File: src/rtl/btn_pulse_stretcher.sv
// Stretches the four single-cycle direction pulses into fixed-length LED levels
// and keeps the most recent direction plus a wrapping event count for status.
module btn_pulse_stretcher #(
    parameter int HOLD_CYCLES = 10_000_000,
    parameter int CNT_W       = 24
) (
    input  logic       clk,
    input  logic       rst,
    input  logic       i_pulse_L,
    input  logic       i_pulse_R,
    input  logic       i_pulse_U,
    input  logic       i_pulse_D,
    output logic       o_led_L,
    output logic       o_led_R,
    output logic       o_led_U,
    output logic       o_led_D,
    output logic       o_busy,
    output logic [1:0] o_last_dir,
    output logic [7:0] o_evt_cnt
);

    typedef enum logic {
        IDLE = 1'b0,
        HOLD = 1'b1
    } state_t;

    localparam logic [CNT_W-1:0] RELOAD = CNT_W'(HOLD_CYCLES - 1);

    function automatic logic [7:0] popcount4(input logic [3:0] p);
        popcount4 = 8'(p[0]) + 8'(p[1]) + 8'(p[2]) + 8'(p[3]);
    endfunction

    // Highest-indexed active pulse wins; no pulse keeps the previous value.
    function automatic logic [1:0] pick_dir(input logic [3:0] p, input logic [1:0] cur);
        if (p[3])      pick_dir = 2'd3;
        else if (p[2]) pick_dir = 2'd2;
        else if (p[1]) pick_dir = 2'd1;
        else if (p[0]) pick_dir = 2'd0;
        else           pick_dir = cur;
    endfunction

    logic [3:0]       pulse;
    state_t           state_q [4];
    state_t           state_d [4];
    logic [CNT_W-1:0] cnt_q   [4];
    logic [CNT_W-1:0] cnt_d   [4];
    logic [3:0]       led_d;
    logic [3:0]       led_q;
    logic             busy_q;
    logic [1:0]       dir_q;
    logic [7:0]       evt_q;

    assign pulse = {i_pulse_D, i_pulse_U, i_pulse_R, i_pulse_L};

    always_comb begin
        for (int i = 0; i < 4; i++) begin
            state_d[i] = state_q[i];
            cnt_d[i]   = cnt_q[i];
            led_d[i]   = 1'b0;
            case (state_q[i])
                IDLE: begin
                    if (pulse[i]) begin
                        state_d[i] = HOLD;
                        cnt_d[i]   = RELOAD;
                    end
                end
                HOLD: begin
                    // A pulse on the expiry cycle reloads instead of dropping out.
                    if (pulse[i]) begin
                        cnt_d[i] = RELOAD;
                    end else if (cnt_q[i] == '0) begin
                        state_d[i] = IDLE;
                    end else begin
                        cnt_d[i] = cnt_q[i] - CNT_W'(1);
                    end
                end
                default: begin
                    state_d[i] = IDLE;
                    cnt_d[i]   = '0;
                end
            endcase
            led_d[i] = (state_d[i] == HOLD);
        end
    end

    always_ff @(posedge clk or negedge rst) begin
        if (!rst) begin
            for (int i = 0; i < 4; i++) begin
                state_q[i] <= IDLE;
                cnt_q[i]   <= '0;
            end
            led_q  <= '0;
            busy_q <= 1'b0;
            dir_q  <= 2'd0;
            evt_q  <= 8'd0;
        end else begin
            for (int i = 0; i < 4; i++) begin
                state_q[i] <= state_d[i];
                cnt_q[i]   <= cnt_d[i];
            end
            led_q  <= led_d;
            busy_q <= |led_d;
            dir_q  <= pick_dir(pulse, dir_q);
            evt_q  <= evt_q + popcount4(pulse);
        end
    end

    assign o_led_L    = led_q[0];
    assign o_led_R    = led_q[1];
    assign o_led_U    = led_q[2];
    assign o_led_D    = led_q[3];
    assign o_busy     = busy_q;
    assign o_last_dir = dir_q;
    assign o_evt_cnt  = evt_q;

endmodule

File: config.mk
export PLATFORM = sky130hd
export DESIGN_NAME = btn_pulse_stretcher
export DESIGN_NICKNAME = d
export VERILOG_FILES = /design/src/rtl/btn_pulse_stretcher.sv
export SDC_FILE = /design/constraint.sdc
export NUM_CORES = 1
export LEC_CHECK = 0
export ABC_AREA = 0
export CAP_MARGIN = 20
export CORE_MARGIN = 2
export CORE_UTILIZATION = 57
export CTS_BUF_LIST = sky130_fd_sc_hd__clkbuf_16
export CTS_CLUSTER_DIAMETER = 120
export DETAILED_ROUTE_END_ITERATION = 10
export HOLD_SLACK_MARGIN = 0.02
export PLACE_DENSITY = 0.75
export SLEW_MARGIN = 40
export SYNTH_ARGS = -nofsm -noshare
export SYNTH_HDL_FRONTEND = slang
export SYNTH_SLANG_ARGS = --single-unit
File: constraint.sdc
create_clock -name clk -period 3.3 [get_ports clk]
set_input_delay 0.99 -clock clk [delete_from_list [all_inputs] [get_ports clk]]
set_output_delay 0.99 -clock clk [all_outputs]
set_load 0.005 [all_outputs]
== After elaboration in Yosys (flattened, before gate mapping) ==
Index checks and enable logic that the tools add are counted.
Word-level totals
  output and inout bits: 15
  memory bits (read-only): 0
  logic and storage cells: 78
  bits in writable memories: 0
  memories: 0
  input port bits: 6
  register bits: 115
  bits in latches: 0
Cells by class
  equal/unequal tests: 8
  bitwise gates (word level): 4
  multipliers: 0
  reduce and logical (&&, ||, !) cells: 10
  divide/modulo/power cells: 0
  $add $sub $neg: 8
  $lt $le $gt $ge: 0
  multiplexer cells: 36
  shifts and indexed selects: 0
Operator list (count)
  2-to-1 mux 24 bit: 12
  one-hot mux 24 bit (2 select lines): 4
  zero test 24 bit: 4
  subtractor 24 x 1 -> 24 bit (second input constant): 4
  2-to-1 mux 1 bit: 12
  inequality test 3 bit (second input constant): 4
  adder 8 x 4 -> 8 bit: 1
  2-to-1 mux 2 bit: 4
  inequality test 2 bit (second input constant): 4
  one-hot mux 1 bit (2 select lines): 4
  AND reduction 2 bit: 4
  adder 3 x 1 -> 4 bit: 1
  NOT 1 bit: 4
  nonzero test 4 bit: 1
  OR reduction 4 bit: 1
  adder 2 x 1 -> 3 bit: 1
  adder 1 x 1 -> 2 bit: 1

== Longest topological paths before layout ==
Gate-level depths: netlist of the first run.
  depth after elaboration: 5
  mapped depth: 9

== Worst setup path before layout of the first run ==
Ideal clock, no wire load.
  kind: input-to-reg
  start point: input i_pulse_U
  end point: register evt_q[6], in the netlist o_evt_cnt[6]
  setup slack: 0.579 ns
  stages on the path: 9
  library setup time: 0.123 ns
  arrival: 2.598 ns
  data required time: 3.177 ns
  cell sequence: clkbuf_1 > inv_1 > clkbuf_1 > fa_1 > inv_1 > fa_1 > and3_1 > nand3_1 > xnor2_1
Between the ends
  cells in the longest elaborated chain, start to end: 3
Ends and longest elaborated chain
  start, declared: line 11  | input logic i_pulse_U,
  adder 2 x 1 -> 3 bit: line 30  | popcount4 = 8'(p[0]) + 8'(p[1]) + 8'(p[2]) + 8'(p[3]);
  adder 3 x 1 -> 4 bit: line 30
  adder 8 x 4 -> 8 bit: line 104  | evt_q <= evt_q + popcount4(pulse);
  end signal, assigned: line 104
  end, declared: line 51  | logic [7:0] evt_q;
No other way between the ends.
A chain may end at the register's enable or synchronous reset.

== Worst setup path after layout of the first run ==
  start point: input i_pulse_L
  end point: register evt_q[6], in the netlist o_evt_cnt[6]
Between the ends
  cells in the longest elaborated chain, start to end: 4
Ends and longest elaborated chain
  start, declared: line 9  | input logic i_pulse_L,
  adder 1 x 1 -> 2 bit: line 30
  adder 2 x 1 -> 3 bit: line 30
  adder 3 x 1 -> 4 bit: line 30
  adder 8 x 4 -> 8 bit: line 104
No other way between the ends.

==> results_tabular.tex, run 1 <==
\begin{tabular}{lr}
\hline
Metric & Value \\
\hline
\multicolumn{2}{l}{\textbf{Synthesis}} \\
\quad Largest family of logic cells by synthesized area & simple AND/OR/NAND/NOR gates \\
\quad Simple-gate share of the synthesized area & between 20\% and 30\% \\
\quad Net count after synthesis & 617 \\
\quad Share of synthesized cell area in full adder, half adder and majority cells & under 10\% \\
\quad Library cell with the largest summed area after synthesis & sky130\_fd\_sc\_hd\_\_dfrtp\_1 \\
\quad Top-area cell type share of the netlist area & about 47\% \\
\quad Number of flops mapped to enable cells by yosys & 0 \\
\quad Number of unique standard cell types used by synthesis & 67 \\
\quad Flop and latch count out of synthesis & 111 \\
\quad Number of cells produced by synthesis & between 500 and 600 \\
\quad Yosys warns & 0 \\
\quad Largest cells by area after synthesis & sky130\_fd\_sc\_hd\_\_dfrtp\_1, sky130\_fd\_sc\_hd\_\_xnor2\_1, sky130\_fd\_sc\_hd\_\_or4\_1 \\
\quad Ys async rst share & 100\% \\
\quad Share of the synthesized area in compound gates (AO/OA/AOI/OAI) & roughly an eighth \\
\quad Main flop type after synthesis & sky130\_fd\_sc\_hd\_\_dfrtp\_1 \\
\quad Sequential area share after synthesis & 47.0\% \\
\quad XOR/XNOR Fraction of Synth Area & 5.33\% \\
\quad Netlist area before placement & approximately 5900 µm² \\
\quad Multiplexer share of the synthesized area & 1.71\% \\
\quad Synth Area per Inst & between 9 and 10 µm² \\
\multicolumn{2}{l}{\textbf{Timing}} \\
\quad Final worst path period need & 2.96 ns \\
\quad Slew margin rel. & 53.5\% \\
\quad Final-report max-slew violation count & 0 \\
\quad Ratio of final minimum period to clock period & 89.6\% \\
\quad Setup clock skew after layout & 0.0102 ns \\
\quad Transition at the pin with the smallest max-transition slack & 0.692 ns \\
\quad Worst hold-check slack & 0.473 ns \\
\quad Setup violators final & 0 \\
\quad Maximum clock rate & around 340 MHz \\
\quad Unrepaired setup endpoints after global routing & false \\
\quad Count of endpoints failing hold in the final timing report & 0 \\
\multicolumn{2}{l}{\textbf{CTS}} \\
\quad H-tree level count & 3 \\
\quad Clock tree from TritonCTS & built \\
\quad Buffers from clock root to sink, at most & 2 \\
\quad Clock net sink count & 111 \\
\quad Library cell used as clock root buffer & sky130\_fd\_sc\_hd\_\_clkbuf\_16 \\
\quad Number of hold-repair buffers added at the cts stage & 0 \\
\quad Number of gates given a new drive strength after cts & 0 \\
\quad CTS clock-pin slew for the worst setup and hold paths & 0.07 ns \\
\quad Clk Latency, worst-skew pair & 0.35 ns \\
\quad Number of buffers created by CTS & 9 \\
\quad Post-CTS setup repair buffer count & 0 \\
\multicolumn{2}{l}{\textbf{Critical path}} \\
\quad Number of buffer and inverter stages on the critical path & 3 \\
\quad Worst endpoint required time & 3.54 ns \\
\quad Critical setup path kind & primary input to flip-flop \\
\quad Kind of cell adding the most delay to the critical path & adder cells \\
\quad Cell repeated most along the worst path & sky130\_fd\_sc\_hd\_\_fa\_1 \\
\quad Kind of capture point of the worst setup path & flip-flop \\
\quad Critical Path Slowest Stage Cell & sky130\_fd\_sc\_hd\_\_fa\_1 \\
\quad Critical Path, Cell by Cell & clkdlybuf4s50\_1, fa\_1, inv\_1, fa\_1, inv\_1, fa\_1, and3\_1, nand3\_1, xnor2\_1 \\
\quad Largest stage delay, worst path & 0.58 ns \\
\quad Arrival time reported for the critical path endpoint & 3.20 ns \\
\quad Worst-path maximum fanout & 2 \\
\quad Startpoint Class & primary input \\
\multicolumn{2}{l}{\textbf{Global routing}} \\
\quad Pin count of the biggest net entering global routing & 58 \\
\quad Number of antenna violations at the first check in global routing & 0 \\
\quad Global-route track usage on met2 & 39.4\% \\
\quad Wire length of the first global-routing pass & 21300 µm \\
\quad Met3 Usage GRT & 5.69\% \\
\quad Met1 capacity usage during global routing & 30.8\% \\
\quad GR peak layer & met2 \\
\quad Grt total ovfl & 0 \\
\quad Global-route usage over all layers & approximately a quarter \\
\quad Vias in the first global route & 4623 \\
\multicolumn{2}{l}{\textbf{Die}} \\
\quad Number of rows in the core area & 37 \\
\quad Die extent in y & 106 µm \\
\quad I/O pin cnt & 21 \\
\quad Core area & 10200 µm² \\
\quad Floorplan die area & 11200 µm² \\
\quad Die width & 106 µm \\
\quad Starting Density & 58.1\% \\
\multicolumn{2}{l}{\textbf{Pwr}} \\
\quad Maximum ir drop on the vdd rail & between 0.0004 and 0.0005 V \\
\quad P\_leak & 2.34 nW \\
\quad PD cells & 450 nW/µm² \\
\quad Pwr Total & between 2 and 3 mW \\
\multicolumn{2}{l}{\textbf{Finish}} \\
\quad Layout Area Growth over Synthesis & 12.4\% \\
\quad Most common cell after layout, fill and taps aside & sky130\_fd\_sc\_hd\_\_dfrtp\_1 \\
\quad Commonest cells after routing, fill and taps aside & sky130\_fd\_sc\_hd\_\_dfrtp\_1, sky130\_fd\_sc\_hd\_\_nor2\_1, sky130\_fd\_sc\_hd\_\_nand2\_1 \\
\quad Number of diodes & 0 \\
\quad FILL cells & about 800 \\
\quad Final net count & 640 \\
\quad Share of cells above drive strength 1 & about 11\% \\
\multicolumn{2}{l}{\textbf{Routing}} \\
\quad Total number of vias & 4677 \\
\quad Number of detailed-routing iterations run before antenna repair & 4 \\
\quad DRC & 0 \\
\quad Detail-routed via count per cell & 6.14 \\
\quad Number of nets still failing antenna checks after routing & 0 \\
\quad Violation count after the first detailed-routing iteration & 205 \\
\quad Final wirelength & 12200 µm \\
\quad WL/cell & around 16 µm \\
\multicolumn{2}{l}{\textbf{Outcome}} \\
\quad Status & finished clean \\
\multicolumn{2}{l}{\textbf{Hold path}} \\
\quad Path category of the worst min-delay check & flip-flop to flip-flop \\
\multicolumn{2}{l}{\textbf{Placement}} \\
\quad Routability-driven placement congestion ratio & 0.779 \\
\quad HPWL reported at the end of detailed placement & approximately 8200 µm \\
\quad Number of port buffers & 20 \\
\multicolumn{2}{l}{\textbf{Flow run}} \\
\quad Max-cap violation count & 0 \\
\hline
\end{tabular}
[per-stage QoR]
stage	instances	util, %	instance area [µm²]	setup TNS (ns)	setup WS, ns
after floorplan	598	-	5910	0	0.579
after global placement	746	62.1	6320	0	0.0306
after detailed placement	746	62.1	6320	-0.0451	-0.0451
after CTS	762	65.1	6630	0	0.321
after global routing	762	65.2	6650	0	0.246
final	762	65.2	6650	0	0.343
[layout make-up]
type                            count  area [µm²]  share of cell area (%)
Multi-Input combinational cell    442        2970                    44.7
Sequential cell                   111        2780                    41.8
Timing Repair Buffer               38         345                    5.20
Clock buffer                        9         225                    3.39
Tap cell                          136         170                    2.56
Clock inverter                      7        87.6                    1.32
Inverter                           19        71.3                    1.07
[registers in the layout, summed over array words and instances (netlist names)]
register,flops
cnt_q,96
led_q,4
o_busy,1
o_evt_cnt,8
o_last_dir,2
[metal layers]
layer,wire length (µm),vias up
met3,475,12
met5,0,-
met1,5530,2321
li1,-,2249
met4,160,0
met2,6060,95
[power by group]
part | switching (mW) | internal, mW
clock | 0.495 | 0.661
sequential | 0.0712 | 1.42
combinational | 0.160 | 0.180
total | 0.727 | 2.26
[cells in the mapped netlist, types with 15 or more instances]
| cell | number |
|---|---|
| sky130_fd_sc_hd__a21oi_1 | 26 |
| sky130_fd_sc_hd__nor4_1 | 18 |
| sky130_fd_sc_hd__or3_1 | 28 |
| sky130_fd_sc_hd__dfrtp_1 | 111 |
| sky130_fd_sc_hd__xnor2_1 | 24 |
| sky130_fd_sc_hd__o31ai_1 | 21 |
| sky130_fd_sc_hd__nor2b_1 | 15 |
| sky130_fd_sc_hd__o21ai_0 | 18 |
| sky130_fd_sc_hd__nand3_1 | 20 |
| sky130_fd_sc_hd__clkbuf_1 | 19 |
| sky130_fd_sc_hd__inv_1 | 18 |
| sky130_fd_sc_hd__nand2_1 | 38 |
| sky130_fd_sc_hd__nor3_1 | 23 |
| sky130_fd_sc_hd__nor2_1 | 46 |
| sky130_fd_sc_hd__or4_1 | 24 |
[logic make-up (layout without fill, tap and decap cells)]
logic type | after synthesis | after routing
compound gates | 114 | 114
xor+xnor | 36 | 36
fa+ha+maj | 13 | 13
buf+inv | 45 | 73
flops | 111 | 111
mux | 10 | 10
simple gates | 269 | 269
[worst paths after layout]
check	from	to	slack, ns	cells past startpoint
max	i_pulse_L	o_evt_cnt[6]	0.34	9
min	o_evt_cnt[7]	o_evt_cnt[7]	0.47	1
max reg2reg	cnt_q[60]	cnt_q[54]	0.49	6
min reg2reg	o_evt_cnt[7]	o_evt_cnt[7]	0.47	1
max in group asynchronous	rst	o_evt_cnt[2]	2.04	2
min in group asynchronous	rst	cnt_q[32]	0.54	1
No activity file was read; power rests on OpenSTA's default activity.
==> run 2, diff against run 1 <==
Settings changed: CORE_ASPECT_RATIO from default to 1.5, SLEW_MARGIN 40 to default.
==> results_tabular.tex, run 2 (synthesis results as in run 1) <==
\begin{tabular}{lr}
\hline
Metric & Value \\
\hline
\multicolumn{2}{l}{\textbf{Routing}} \\
\quad DRC & 0 (unchanged) \\
\quad Final wirelength & 12200 µm (-0.30\%) \\
\quad Total number of vias & 4658 (-0.41\%) \\
\quad Detail-routed via count per cell & 6.27 (+2.1\%) \\
\quad Violation count after the first detailed-routing iteration & 251 (+22\%) \\
\quad WL/cell & 16.4 µm (+2.2\%) \\
\quad Number of nets still failing antenna checks after routing & 0 (unchanged) \\
\quad Number of detailed-routing iterations run before antenna repair & 4 (unchanged) \\
\multicolumn{2}{l}{\textbf{CTS}} \\
\quad CTS clock-pin slew for the worst setup and hold paths & 0.07 ns (about the same) \\
\quad Post-CTS setup repair buffer count & 0 (unchanged) \\
\quad Number of gates given a new drive strength after cts & 0 (unchanged) \\
\quad Clk Latency, worst-skew pair & 0.35 ns (about the same) \\
\quad H-tree level count & 3 (unchanged) \\
\quad Clock net sink count & 111 (unchanged) \\
\quad Library cell used as clock root buffer & sky130\_fd\_sc\_hd\_\_clkbuf\_16 \\
\quad Number of hold-repair buffers added at the cts stage & 0 (unchanged) \\
\quad Number of buffers created by CTS & 9 (unchanged) \\
\quad Clock tree from TritonCTS & built \\
\quad Buffers from clock root to sink, at most & 2 (unchanged) \\
\multicolumn{2}{l}{\textbf{Die}} \\
\quad Die width & 87.2 µm (-18\%) \\
\quad Core area & 10100 µm² (-0.49\%) \\
\quad Starting Density & 58.4\% (+0.29 points) \\
\quad I/O pin cnt & 21 (unchanged) \\
\quad Die extent in y & 129 µm (+22\%) \\
\quad Floorplan die area & 11200 µm² (+0.14\%) \\
\quad Number of rows in the core area & 45 (+22\%) \\
\multicolumn{2}{l}{\textbf{Finish}} \\
\quad Most common cell after layout, fill and taps aside & sky130\_fd\_sc\_hd\_\_dfrtp\_1 \\
\quad Commonest cells after routing, fill and taps aside & sky130\_fd\_sc\_hd\_\_dfrtp\_1, sky130\_fd\_sc\_hd\_\_nor2\_1, sky130\_fd\_sc\_hd\_\_nand2\_1 \\
\quad Fraction of the core area covered by cells at the end of the flow & 64.7\% (-0.50 points) \\
\quad Share of cells above drive strength 1 & 11.0\% (unchanged) \\
\quad Final net count & 641 (+0.16\%) \\
\quad Post-Layout Inst Area & 6560 µm² (-1.3\%) \\
\quad Register name with the most flops & cnt\_q \\
\quad Fin cells & 743 (-2.5\%) \\
\quad Number of diodes & 0 (unchanged) \\
\quad Layout Area Growth over Synthesis & 10.9\% \\
\quad Largest register FFs & 96 (unchanged) \\
\multicolumn{2}{l}{\textbf{Timing}} \\
\quad Ratio of final minimum period to clock period & 88.4\% (-1.2 points) \\
\quad Worst hold-check slack & 0.480 ns (+0.00651 ns) \\
\quad Final worst path period need & 2.92 ns (-0.0388 ns) \\
\quad Final setup TNS & 0 ns (unchanged) \\
\quad Post-route worst setup slack & 0.381 ns (+0.0388 ns) \\
\quad Maximum clock rate & 343 MHz (+1.3\%) \\
\quad Unrepaired setup endpoints after global routing & false \\
\quad Slew margin rel. & 49.7\% (-3.7 points) \\
\quad Count of endpoints failing hold in the final timing report & 0 (unchanged) \\
\quad Setup violators final & 0 (unchanged) \\
\quad Transition at the pin with the smallest max-transition slack & 0.748 ns (+0.0563 ns) \\
\quad Setup clock skew after layout & 0.00809 ns (-0.00214 ns) \\
\quad Final-report max-slew violation count & 0 (unchanged) \\
\multicolumn{2}{l}{\textbf{Critical path}} \\
\quad R2r endpoint & o\_busy \\
\quad Critical setup path kind & primary input to flip-flop \\
\quad Kind of capture point of the worst setup path & flip-flop \\
\quad Worst endpoint required time & 3.54 ns (about the same) \\
\quad Critical Path, Cell by Cell & clkdlybuf4s50\_1, fa\_1, inv\_1, fa\_1, inv\_1, fa\_1, and3\_1, nand3\_1, xnor2\_1 \\
\quad Largest stage delay, worst path & 0.54 ns (-0.04 ns) \\
\quad Cell repeated most along the worst path & sky130\_fd\_sc\_hd\_\_fa\_1 \\
\quad Reg2Reg Depth & 5 (-1) \\
\quad Startpoint Class & primary input \\
\quad Critical Path Slowest Stage Cell & sky130\_fd\_sc\_hd\_\_fa\_1 \\
\quad Source of the worst register-to-register timing path & cnt\_q[60] \\
\quad Arrival time reported for the critical path endpoint & 3.16 ns (-0.04 ns) \\
\quad R2R setup slack & 0.63 ns (+0.14 ns) \\
\quad Worst-path maximum fanout & 2 (unchanged) \\
\multicolumn{2}{l}{\textbf{Global routing}} \\
\quad Wire length of the first global-routing pass & 21100 µm (-0.88\%) \\
\quad Pin count of the biggest net entering global routing & 58 (unchanged) \\
\quad Vias in the first global route & 4686 (+1.4\%) \\
\quad Number of antenna violations at the first check in global routing & 0 (unchanged) \\
\quad Global-route usage over all layers & 23.3\% (-0.24 points) \\
\quad Grt total ovfl & 0 (unchanged) \\
\multicolumn{2}{l}{\textbf{Pwr}} \\
\quad Share of power burned in combinational logic & 11.9\% (+0.5 points) \\
\quad P\_leak & 2.29 nW (-2.0\%) \\
\quad Net switching power figure & 0.711 mW (-2.1\%) \\
\quad PD cells & 428 nW/µm² (-4.9\%) \\
\quad Power share of the clock group & 35.0\% (-3.6 points) \\
\quad Int Pwr & 2.10 mW (-7.4\%) \\
\quad Maximum ir drop on the vdd rail & 0.000325 V (-26\%) \\
\quad Switching Fraction & 25.3\% (+1.0 points) \\
\quad Pwr Total & 2.81 mW (-6.1\%) \\
\quad Portion of total power attributed to sequential cells & 53.1\% (+3.1 points) \\
\multicolumn{2}{l}{\textbf{Placement}} \\
\quad Number of port buffers & 20 (unchanged) \\
\quad Post-place setup slack & -0.0217 ns (+0.0234 ns) \\
\quad HPWL reported at the end of detailed placement & 8480 µm (+2.9\%) \\
\quad Post-placement cell count & 728 (-2.4\%) \\
\quad Placed Area & 6300 µm² (-0.26\%) \\
\quad Routability-driven placement congestion ratio & 0.822 (+5.5\%) \\
\multicolumn{2}{l}{\textbf{Hold path}} \\
\quad Hold EP & o\_evt\_cnt[7] \\
\quad Worst Hold Depth & 1 (unchanged) \\
\quad Path category of the worst min-delay check & flip-flop to flip-flop \\
\quad Launch instance of the worst min-delay path & o\_evt\_cnt[7] \\
\multicolumn{2}{l}{\textbf{Flow run}} \\
\quad Max-cap violation count & 0 (unchanged) \\
\multicolumn{2}{l}{\textbf{Outcome}} \\
\quad Status & finished clean \\
\hline
\end{tabular}
## run 2: cell count changes in the layout (fill, tap and decap cells not counted), sizes merged
cell / previous run / this run
bufinv: 2 / 0
buf: 19 / 20
clkinvlp: 1 / 2
## run 2: area by class of cell
cell class / count / area (µm²)
sequential: 111 / 2780
fill: 830 / 3570
inverter: 19 / 71.3
clock inverter: 6 / 31.3
timing repair buffer: 39 / 353
multi-input combinational: 442 / 2960
clock buffer: 9 / 225
tap: 117 / 146
## run 2: how the worst max path moves through the flow
stage,from,endpoint,slack [ns],cells past startpoint
3_5_place_dp,i_pulse_R,o_evt_cnt[6],-0.02,9
5_1_grt,i_pulse_R,o_evt_cnt[6],0.30,9
4_1_cts,i_pulse_R,o_evt_cnt[6],0.34,9
6_report,i_pulse_R,o_evt_cnt[6],0.38,9
2_1_floorplan,i_pulse_U,o_evt_cnt[6],0.58,9
3_3_place_gp,i_pulse_R,o_evt_cnt[6],0.02,9
## run 2: worst max-delay path: cells and delay by family
kind / cells / cell delay [ns]
XOR/XNOR: 1 / 0.13
adder cells (fa/ha/maj): 3 / 1.11
buffers and inverters: 3 / 0.64
AND/OR/NAND/NOR: 2 / 0.30
## run 2: power groups by stage
stage / clock [mW] / sequential [mW] / combinational, mW
after floorplan: 0 / 1.51 / 0.149
after global placement: 0 / 1.51 / 0.325
after detailed placement: 0 / 1.51 / 0.338
after CTS: 0.998 / 1.49 / 0.340
after global routing: 1.05 / 1.50 / 0.379
final: 0.984 / 1.49 / 0.333
## run 2: metal layers
metal | vias up | wire, µm | GRT usage, %
li1 | 2256 | - | -
met1 | 2315 | 5220 | 28.5
met2 | 69 | 6400 | 41.0
met3 | 18 | 350 | 4.11
met4 | 0 | 214 | 8.33
met5 | - | 0 | 0
